$ cat config.mk
export PLATFORM = sky130hd
export DESIGN_NAME = fp_norm_pipe
export DESIGN_NICKNAME = d
export VERILOG_FILES = /design/src/rtl/fp_norm_pkg.sv /design/src/rtl/norm_lzc.sv /design/src/rtl/fp_norm_pipe.sv
export SDC_FILE = /design/constraint.sdc
export NUM_CORES = 1
export LEC_CHECK = 0
export ABC_AREA = 0
export ABC_CLOCK_PERIOD_IN_PS = 3910
export CAP_MARGIN = 20
export CORE_MARGIN = 4
export CORE_UTILIZATION = 52
export DETAILED_ROUTE_END_ITERATION = 6
export PLACE_DENSITY = 0.79
export SYNTH_ARGS = -nofsm -noshare
export SYNTH_HDL_FRONTEND = slang
export SYNTH_SLANG_ARGS = --single-unit
$ cat constraint.sdc
create_clock -name clk -period 3.91 [get_ports clk]
set_clock_uncertainty 0.1 [all_clocks]
set_input_delay 1.173 -clock clk [delete_from_list [all_inputs] [get_ports clk]]
set_output_delay 1.173 -clock clk [all_outputs]
set_load 0.005 [all_outputs]
$ cat src/rtl/fp_norm_pkg.sv
// ============================================================================
// Module      : fp_norm_pkg
// Description : Shared constants, types and helpers for the floating-point
//               post-add normaliser pipeline.
// Revision    : 1.0 - initial release
// ============================================================================
`default_nettype none

package fp_norm_pkg;

    // Default datapath widths (mantissa includes the hidden bit).
    localparam int MANT_W_DEF = 28;
    localparam int EXP_W_DEF  = 8;

    // All-ones biased exponent for a given exponent width (Inf/NaN code).
    function automatic int exp_max(input int w);
        return (1 << w) - 1;
    endfunction

    // Stage-1 register layout for the default configuration. The top level
    // declares the same layout sized by its own parameters.
    typedef struct packed {
        logic                             sign;
        logic [EXP_W_DEF-1:0]             exp;
        logic [MANT_W_DEF:0]              mant;
        logic                             c;
        logic                             z;
        logic                             sp;
        logic [$clog2(MANT_W_DEF+1)-1:0]  lzc;
    } s1_reg_t;

endpackage

`default_nettype wire

$ cat src/rtl/norm_lzc.sv
// ============================================================================
// Module      : norm_lzc
// Description : Combinational leading-zero counter. Returns W for an all-zero
//               input.
// Ports       : vec_i [W-1:0]  vector to scan (MSB first)
//               cnt_o [CW-1:0] number of leading zeros, 0..W
// Revision    : 1.0 - initial release
// ============================================================================
`default_nettype none

module norm_lzc #(
    parameter  int W  = 28,
    localparam int CW = $clog2(W + 1)
) (
    input  logic [W-1:0]  vec_i,
    output logic [CW-1:0] cnt_o
);

    // Scan from LSB upward; the last (highest) set bit found wins.
    always_comb begin
        cnt_o = CW'(W);
        for (int i = 0; i < W; i++) begin
            if (vec_i[i]) begin
                cnt_o = CW'(W - 1 - i);
            end
        end
    end

endmodule

`default_nettype wire

$ cat src/rtl/fp_norm_pipe.sv
// ============================================================================
// Module      : fp_norm_pipe
// Description : Two-stage valid/ready post-add normaliser. Stage 1 registers
//               the raw sum with carry/zero/special flags and leading-zero
//               count; stage 2 shifts the mantissa and adjusts the exponent,
//               producing overflow, zero and denormal flags.
// Ports       : clk, rst_n                 clock, async active-low reset
//               in_valid_i / in_ready_o    input handshake
//               in_sign_i, in_exp_i, in_mant_i (bit MANT_W = carry-out)
//               out_valid_o / out_ready_i  output handshake
//               out_sign_o, out_exp_o, out_mant_o,
//               out_zero_o, out_ovf_o, out_denorm_o
// Revision    : 1.0 - initial release
// ============================================================================
`default_nettype none

module fp_norm_pipe
    import fp_norm_pkg::*;
#(
    parameter  int MANT_W = MANT_W_DEF,
    parameter  int EXP_W  = EXP_W_DEF,
    localparam int SH_W   = $clog2(MANT_W + 1)
) (
    input  logic              clk,
    input  logic              rst_n,
    input  logic              in_valid_i,
    output logic              in_ready_o,
    input  logic              in_sign_i,
    input  logic [EXP_W-1:0]  in_exp_i,
    input  logic [MANT_W:0]   in_mant_i,
    output logic              out_valid_o,
    input  logic              out_ready_i,
    output logic              out_sign_o,
    output logic [EXP_W-1:0]  out_exp_o,
    output logic [MANT_W-1:0] out_mant_o,
    output logic              out_zero_o,
    output logic              out_ovf_o,
    output logic              out_denorm_o
);

    localparam logic [EXP_W-1:0] EXP_ONES = EXP_W'(exp_max(EXP_W));

    typedef struct packed {
        logic              sign;
        logic [EXP_W-1:0]  exp;
        logic [MANT_W:0]   mant;
        logic              c;
        logic              z;
        logic              sp;
        logic [SH_W-1:0]   lzc;
    } s1_t;

    // ------------------------------------------------------------------
    // Handshake
    // ------------------------------------------------------------------
    logic s1_valid_q;
    logic s2_valid_q;
    logic s1_adv;
    logic s2_adv;

    assign s2_adv      = !s2_valid_q || out_ready_i;
    assign s1_adv      = !s1_valid_q || s2_adv;
    assign in_ready_o  = s1_adv;
    assign out_valid_o = s2_valid_q;

    // ------------------------------------------------------------------
    // Stage 1: capture raw sum and pre-computed flags
    // ------------------------------------------------------------------
    logic [SH_W-1:0] in_lzc;
    s1_t             s1_d;
    s1_t             s1_q;

    norm_lzc #(.W(MANT_W)) u_lzc (
        .vec_i (in_mant_i[MANT_W-1:0]),
        .cnt_o (in_lzc)
    );

    always_comb begin
        s1_d.sign = in_sign_i;
        s1_d.exp  = in_exp_i;
        s1_d.mant = in_mant_i;
        s1_d.c    = in_mant_i[MANT_W];
        s1_d.z    = (in_mant_i == '0);
        s1_d.sp   = (in_exp_i == EXP_ONES);
        s1_d.lzc  = in_lzc;
    end

    always_ff @(posedge clk or negedge rst_n) begin
        if (!rst_n) begin
            s1_valid_q <= 1'b0;
        end else if (s1_adv) begin
            s1_valid_q <= in_valid_i;
        end
    end

    // Data register is not reset; it is qualified by s1_valid_q.
    always_ff @(posedge clk) begin
        if (s1_adv && in_valid_i) begin
            s1_q <= s1_d;
        end
    end

    // ------------------------------------------------------------------
    // Stage 2: normalise
    // ------------------------------------------------------------------
    logic [EXP_W:0]    exp_x;
    logic [EXP_W:0]    exp_inc;
    logic [EXP_W:0]    lzc_x;
    logic              norm_ok;
    logic              exp_ovf;
    logic [SH_W-1:0]   shamt;
    logic [MANT_W-1:0] shifted;

    // One bit of headroom so the increment and compares never wrap.
    assign exp_x   = {1'b0, s1_q.exp};
    assign exp_inc = exp_x + (EXP_W + 1)'(1);
    assign lzc_x   = (EXP_W + 1)'(s1_q.lzc);
    assign norm_ok = (lzc_x < exp_x);
    assign exp_ovf = (exp_inc == {1'b0, EXP_ONES});

    // Underflow shifts only far enough to reach the denormal exponent;
    // that amount is below lzc, so it always fits in SH_W bits.
    assign shamt = norm_ok            ? s1_q.lzc :
                   (s1_q.exp == '0)   ? '0       :
                   SH_W'(s1_q.exp - EXP_W'(1));

    // Log-depth barrel shifter, zero fill.
    always_comb begin
        shifted = s1_q.mant[MANT_W-1:0];
        for (int k = 0; k < SH_W; k++) begin
            if (shamt[k]) begin
                shifted = shifted << (1 << k);
            end
        end
    end

    logic              sign_d;
    logic [EXP_W-1:0]  exp_d;
    logic [MANT_W-1:0] mant_d;
    logic              zero_d;
    logic              ovf_d;
    logic              denorm_d;

    always_comb begin
        sign_d   = s1_q.sign;
        exp_d    = '0;
        mant_d   = '0;
        zero_d   = 1'b0;
        ovf_d    = 1'b0;
        denorm_d = 1'b0;
        if (s1_q.sp) begin
            exp_d  = s1_q.exp;
            mant_d = s1_q.mant[MANT_W-1:0];
        end else if (s1_q.z) begin
            zero_d = 1'b1;
        end else if (s1_q.c) begin
            if (exp_ovf) begin
                ovf_d = 1'b1;
                exp_d = EXP_ONES;
            end else begin
                exp_d  = exp_inc[EXP_W-1:0];
                mant_d = {s1_q.mant[MANT_W:2], s1_q.mant[1] | s1_q.mant[0]};
            end
        end else if (norm_ok) begin
            exp_d  = s1_q.exp - EXP_W'(s1_q.lzc);
            mant_d = shifted;
        end else begin
            mant_d   = shifted;
            denorm_d = 1'b1;
        end
    end

    always_ff @(posedge clk or negedge rst_n) begin
        if (!rst_n) begin
            s2_valid_q   <= 1'b0;
            out_sign_o   <= 1'b0;
            out_exp_o    <= '0;
            out_mant_o   <= '0;
            out_zero_o   <= 1'b0;
            out_ovf_o    <= 1'b0;
            out_denorm_o <= 1'b0;
        end else if (s2_adv) begin
            s2_valid_q <= s1_valid_q;
            if (s1_valid_q) begin
                out_sign_o   <= sign_d;
                out_exp_o    <= exp_d;
                out_mant_o   <= mant_d;
                out_zero_o   <= zero_d;
                out_ovf_o    <= ovf_d;
                out_denorm_o <= denorm_d;
            end
        end
    end

endmodule

`default_nettype wire
==> results of run 1 <==
==> cell usage in the layout, fill, tap and decap left out, drive strengths merged, types with 19 or more instances in the layout <==
master / count
a311oi: 19
and3: 19
a211oi: 22
edfxtp: 45
dfrtp: 42
nand3: 39
nand2: 80
nor2: 81
mux2i: 24
clkdlybuf4s50: 82
a22oi: 20
a21oi: 57
buf: 52
o21ai: 54
==> metrics by stage <==
step	total power (W)	setup WS, ns	util	instance area [um2]	cells
final	0.003098	0.1852	0.6464	8559	1077
after global routing	0.003233	0.001675	0.6464	8559	1077
after CTS	0.003048	0.09810	0.6378	8446	1076
after detailed placement	0.002264	0.1144	0.6180	8184	1060
after global placement	0.002250	0.2346	0.6180	8184	1060
after floorplan	0.001764	0.08097	-	7061	827
==> sequential cells by signal, indices dropped and copies added, names as in the netlist <==
signal	flops
s1_q	31
out_mant_o	28
exp_x	8
out_exp_o	8
lzc_x	5
out_denorm_o	1
out_ovf_o	1
out_sign_o	1
out_valid_o	1
out_zero_o	1
s1_valid_q	1
sign_d	1
==> logic make-up (layout without fill, tap and decap cells) <==
family                     after synthesis  count (layout)  share of synthesized area
buffers and inverters                   94             168                    0.06062
xor gates and xnor gates                 9               9                    0.01117
muxes                                   32              32                    0.04945
and+or+nand+nor                        304             304                     0.2201
adders and majority gates               10              10                    0.01879
AOI/OAI and AO/OA                      291             291                     0.2995
DFF                                     87              87                     0.3403
==> layout make-up <==
| type | instances | area, um2 | area share |
|---|---|---|---|
| clock buffer | 12 | 236.5 | 0.02763 |
| sequential | 87 | 2402 | 0.2807 |
| tap | 176 | 220.2 | 0.02573 |
| timing repair buffer | 134 | 1284 | 0.1500 |
| clock inverter | 4 | 25.02 | 0.002924 |
| multi-input combinational | 646 | 4324 | 0.5052 |
| inverter | 18 | 67.56 | 0.007894 |
==> power by group <==
| group | total, W | internal, W | switching (W) |
|---|---|---|---|
| Clock | 0.000799 | 0.000431 | 0.000368 |
| Combinational | 0.00110 | 0.000494 | 0.000603 |
| Sequential | 0.00120 | 0.00108 | 0.000121 |
| Total | 0.00310 | 0.00201 | 0.00109 |
==> path summary, 6_finish.rpt <==
check	startpoint	to
max	exp_x[0]$_DFFE_PP_	out_mant_o[14]$_DFFE_PN0P_
min	sign_d$_DFFE_PP_	out_sign_o$_DFFE_PN0P_
max reg2reg	exp_x[0]$_DFFE_PP_	out_mant_o[14]$_DFFE_PN0P_
min reg2reg	sign_d$_DFFE_PP_	out_sign_o$_DFFE_PN0P_
max in group asynchronous	rst_n	out_mant_o[22]$_DFFE_PN0P_
min in group asynchronous	rst_n	out_sign_o$_DFFE_PN0P_
==> worst min-delay path, stage by stage (launching register included) <==
cell	delay (ns)
edfxtp_1	0.33
nand2_1	0.05
nand2_1	0.05
==> routing by layer <==
metal | vias up | share of wire | track usage | wire length [um]
met1 | 3654 | 0.40 | 0.4829 | 10940
met5 | - | 0 | 0 | 0
met2 | 565 | 0.44 | 0.5080 | 12100
li1 | 3336 | - | - | -
met3 | 75 | 0.13 | 0.09563 | 3477
met4 | 0 | 0.035 | 0.1225 | 974
==> metrics.md, run 1 <==
| Metric | Value |
|---|---|
| Pre-antenna DRT Iters | `6` |
| Post-CTS sizing | `0` |
| Number of buffers and inverters on the critical path | `3` |
| Asr flop ratio synth | `0.4828` |
| Final ANT Viol Nets | `0` |
| CTS Buf Count | `9` |
| Root Driver | `clkbuf_16` |
| R2r worst-path depth | `13` |
| Status | `finished clean` |
| Synthesized Nets | `879` |
| Hold_buf cts | `0` |
| Cell row count | `42` |
| Fillers | `1136` |
| 1st-iter DRT viols | `1113` |
| Slew @ Worst Pin | `0.7102 ns` |
| Worst hold slack | `0.3566 ns` |
| Gate Count Post-Synth | `827` |
| Post CTS Setup Buffer Count | `0` |
| Critical-path top delay cell | `a311oi_1` |
| Vias | `7630` |
| Worst EP arrival | `3.86 ns` |
| Hold Vio Cnt, Final | `0` |
| Hpwl dp | `19790 um` |
| FMAX | `0.2685 GHz` |
| Total GRT Usage | `0.3435` |
| TritonCTS clock tree | `built` |
| LEAKAGE | `3.169 nW` |
| Flop2flop setup slack | `0.19 ns` |
| Total Wirelength | `27490 um` |
| Die width | `124.5 um` |
| # H-tree levels | `3` |
| Vias/cell | `7.084` |
| Critical path class | `register to register` |
| CP startpoint kind | `register` |
| Synth Flop Type | `edfxtp_1` |
| Synth area leaders | `edfxtp_1, dfrtp_1, nand2_1` |
| Final Cycle Share | `0.9526` |
| Min Tclk post-route | `3.725 ns` |
| RePlAce Congestion | `1.041` |
| Delay-heaviest family, CP | `compound AO/OA/AOI/OAI gates` |
| Ant diodes | `0` |
| DRC | `0` |
| Initial antenna violation count | `0` |
| Worst-path clk slew | `0.07 ns` |
| I/O pin count | `84` |
| Worst Hold Depth | `2` |
| EDFF count, synth | `45` |
| Crit path top cell by count | `mux2i_1` |
| Setup violators final | `0` |
| CP required | `4.04 ns` |
| Fraction of layout cells with a size suffix above 1 | `0.1243` |
| Initial Util | `0.5331` |
| Slowest cell delay on critical path | `0.55 ns` |
| Crit path max fanout | `17` |
| Distinct cells, synth | `92` |
| Clk_lat worst skew | `0.35 ns` |
| Die Span Y | `124.5 um` |
| Top post-synthesis cells by count | `nand2_1, nor2_1, a21oi_1` |
| Synthesized area | `7059 um2` |
| CORE AREA | `13240 um2` |
| Power Density | `362.0 nW/um2` |
| Crit path depth | `13` |
| Syn. warnings | `0` |
| Register area share after synthesis | `0.3403` |
| Post-synth top area share | `0.1914` |
| RSZ-0062 raised after global routing | `false` |
| Slew Limit Fails | `0` |
| Mean Syn Cell Area | `8.536 um2` |
| Gr ovfl total | `0` |
| Hold Crit Class | `register to register` |
| Max cap viols | `0` |
| Layout Nets | `948` |
| Setup TNS | `0 ns` |
| Synth area leader | `edfxtp_1` |
| First-pass GRT wire length | `41720 um` |
| Register bit total from synthesis | `87` |
| Number of clock sinks | `87` |
| WL per Instance | `25.52 um` |
| Worst Setup End Kind | `register` |
| Vias in the first global route | `7081` |
| Clock Path Buffers | `2` |
| I/O Buffers | `83` |
| Crit-path cells | `clkinv_1 -> ha_1 -> inv_1 -> fa_1 -> a211oi_4 -> o21a_4 -> nor2_2 -> buf_4 -> a311oi_1 -> mux2i_1 -> mux2i_1 -> nand2_1 -> a221o_1` |
| Area Overhead vs Synth | `21.25%` |
| Worst VDD drop | `214.3 uV` |
| Largest net degree at the start of global routing | `47` |
| Die Area | `15500 um2` |
| Rel. slew slack | `0.5265` |
Note: power is estimated with default switching activity, not from simulation.
==> inputs of run 2 (changes only) <==
CORE_MARGIN = 8   (was 4)
==> metrics.md, run 2 (same netlist as run 1, synthesis figures left out) <==
| Metric | Value |
|---|---|
| Status | `finished clean` |
| Worst Hold Depth | `2 (unchanged)` |
| Largest net degree at the start of global routing | `47 (unchanged)` |
| 1st-iter DRT viols | `1156 (+3.9%)` |
| Vias/cell | `6.961 (-1.7%)` |
| Max FFs per register | `31 (unchanged)` |
| Rel. slew slack | `0.3571 (-0.1694)` |
| Setup WS pre-CTS | `0.1513 ns (+0.03691 ns)` |
| Final instance count without filler cells | `1086 (+0.84%)` |
| FF-to-FF End | `out_mant_o[26]$_DFFE_PN0P_` |
| Max cap viols | `0 (unchanged)` |
| Clk_lat worst skew | `0.35 ns (about the same)` |
| Setup violators final | `0 (unchanged)` |
| Slew Limit Fails | `0 (unchanged)` |
| Most frequent cells in the layout | `clkdlybuf4s50_1, nor2_1, nand2_1, buf_4, a21oi_1` |
| GR Util met3 | `0.08743 (-0.008192)` |
| TritonCTS clock tree | `built` |
| Flop2flop setup slack | `0.12 ns (-0.06 ns)` |
| Power Density | `374.8 nW/um2 (+3.5%)` |
| FMAX | `0.2640 GHz (-1.7%)` |
| LEAKAGE | `3.206 nW (+1.2%)` |
| Hold Crit Class | `register to register` |
| Pre-antenna DRT Iters | `6 (unchanged)` |
| CTS Buf Count | `9 (unchanged)` |
| Met2 Use GR | `0.4451 (-0.06282)` |
| Fraction of layout cells with a size suffix above 1 | `0.1341 (+0.009760)` |
| WL per Instance | `24.66 um (-3.4%)` |
| Hold_buf cts | `0 (unchanged)` |
| Combinational Power Share | `0.338 (-0.016)` |
| Final ANT Viol Nets | `0 (unchanged)` |
| Worst VDD drop | `296.4 uV (+38%)` |
| Int Pwr | `0.002124 W (+5.9%)` |
| CP startpoint kind | `register` |
| Worst Setup End Kind | `register` |
| I/O pin count | `84 (unchanged)` |
| RePlAce Congestion | `1.005 (-3.5%)` |
| Vias in the first global route | `7230 (+2.1%)` |
| Number of buffers and inverters on the critical path | `3 (unchanged)` |
| Hold path endpoint | `out_sign_o$_DFFE_PN0P_` |
| Gr ovfl total | `0 (unchanged)` |
| Number of clock sinks | `87 (unchanged)` |
| FF-to-FF Start | `exp_x[0]$_DFFE_PP_` |
| Total Wirelength | `26780 um (-2.6%)` |
| Slew @ Worst Pin | `0.9643 ns (+0.2541 ns)` |
| Top reg by flops | `s1_q` |
| Layout Nets | `957 (+0.95%)` |
| Global routing's busiest layer | `met2` |
| Hpwl dp | `19790 um (about the same)` |
| Root Driver | `clkbuf_16` |
| First-pass GRT wire length | `42010 um (+0.68%)` |
| CORE AREA | `13240 um2 (unchanged)` |
| Critical-path top delay cell | `a311oi_1` |
| Clk network pwr share | `0.288 (+0.030)` |
| Largest regs | `s1_q (31), out_mant_o (28)` |
| Slowest cell delay on critical path | `0.46 ns (-0.09 ns)` |
| Total GRT Usage | `0.3010 (-0.04251)` |
| Die Span Y | `132.5 um (+6.4%)` |
| Setup TNS | `0 ns (unchanged)` |
| Sequential Power Share | `0.374 (-0.014)` |
| Crit-path cells | `clkinv_1 -> ha_1 -> inv_1 -> fa_1 -> a211oi_4 -> o21a_2 -> nor2_2 -> buf_4 -> a311oi_1 -> mux2i_1 -> mux2_4 -> a2111oi_4 -> o31ai_1` |
| Ant diodes | `0 (unchanged)` |
| Min Tclk post-route | `3.788 ns (+0.06286 ns)` |
| Initial antenna violation count | `1 (+1)` |
| Worst hold slack | `0.3657 ns (+0.009076 ns)` |
| Total Power | `0.003212 W (+3.7%)` |
| I/O Buffers | `83 (unchanged)` |
| Final WS setup | `0.1223 ns (-0.06286 ns)` |
| Initial Util | `0.5331 (unchanged)` |
| Area Overhead vs Synth | `21.39%` |
| Worst-path clk slew | `0.07 ns (about the same)` |
| Vias | `7560 (-0.92%)` |
| Hold path start | `sign_d$_DFFE_PP_` |
| Final Cycle Share | `0.9687 (+0.01608)` |
| Crit path max fanout | `14 (-3)` |
| Critical path class | `register to register` |
| DRC | `0 (unchanged)` |
| GR Util met1 | `0.4041 (-0.07876)` |
| Die Area | `17560 um2 (+13%)` |
| Die width | `132.5 um (+6.4%)` |
| Sw frac | `0.3388 (-0.01376)` |
| R2r worst-path depth | `13 (unchanged)` |
| Worst EP arrival | `3.92 ns (+0.06 ns)` |
| Delay-heaviest family, CP | `compound AO/OA/AOI/OAI gates` |
| # H-tree levels | `3 (unchanged)` |
| Cells after DPL | `1064 (+0.38%)` |
| CP required | `4.04 ns (about the same)` |
| Cell row count | `42 (unchanged)` |
| Most common cell after layout, fill and taps aside | `clkdlybuf4s50_1` |
| CP startpoint | `exp_x[0]$_DFFE_PP_` |
| Clock Path Buffers | `2 (unchanged)` |
| Hold Vio Cnt, Final | `0 (unchanged)` |
| Sw Pwr | `0.001088 W (-0.38%)` |
run 2: changes by cell type in the layout (fill, tap and decap cells not counted), sizes merged:
cell,before,now
buf,52,61
bufinv,0,1
inv,17,16
run 2: power by group through the flow:
stage,clock (W),combinational [W],sequential [W]
finish,0.000926,0.00108,0.00120
global route,0.000971,0.00117,0.00121
CTS,0.000936,0.00105,0.00119
detailed placement,0,0.00104,0.00121
global placement,0,0.00103,0.00121
floorplan,0,0.000594,0.00117
run 2: timing repair:
| action | CTS | global route |
|---|---|---|
| buffers inserted | 0 | 6 |
| setup endpoints to repair | 0 | 16 |
| resized for setup | 0 | 10 |
run 2: worst max-delay path by stage:
stage,end,slack [ns],depth (start not counted)
after floorplan,out_mant_o[26]$_DFFE_PN0P_,0.08,15
final,out_mant_o[26]$_DFFE_PN0P_,0.12,13
after global routing,out_mant_o[26]$_DFFE_PN0P_,-0.04,14
after global placement,out_mant_o[21]$_DFFE_PN0P_,0.17,12
after detailed placement,out_mant_o[21]$_DFFE_PN0P_,0.15,12
after CTS,out_mant_o[21]$_DFFE_PN0P_,0.11,12
run 2: worst min-delay path, stage by stage (launching register included):
cell and delay (ns):
edfxtp_1 0.32, nand2_1 0.06, nand2_1 0.06
run 2: stage by stage:
step	cell area, um2	util
4_1_cts	8472	0.6397
6_report	8569	0.6471
3_3_place_gp	8152	0.6156
3_5_place_dp	8152	0.6156
5_1_grt	8569	0.6471
2_1_floorplan	7061	-
run 2: cell type report:
| cell class | count | area, um2 |
|---|---|---|
| fill | 1102 | 4673 |
| multi-input combinational | 646 | 4283 |
| sequential | 87 | 2402 |
| timing repair buffer | 143 | 1276 |
| clock buffer | 12 | 267.8 |
| tap | 176 | 220.2 |
| inverter | 18 | 67.56 |
| clock inverter | 4 | 52.55 |
run 2: metal layers:
metal	part of all wire	vias up
li1	-	3350
met1	0.41	3597
met2	0.43	516
met3	0.13	95
met4	0.037	2
met5	0.00049	-
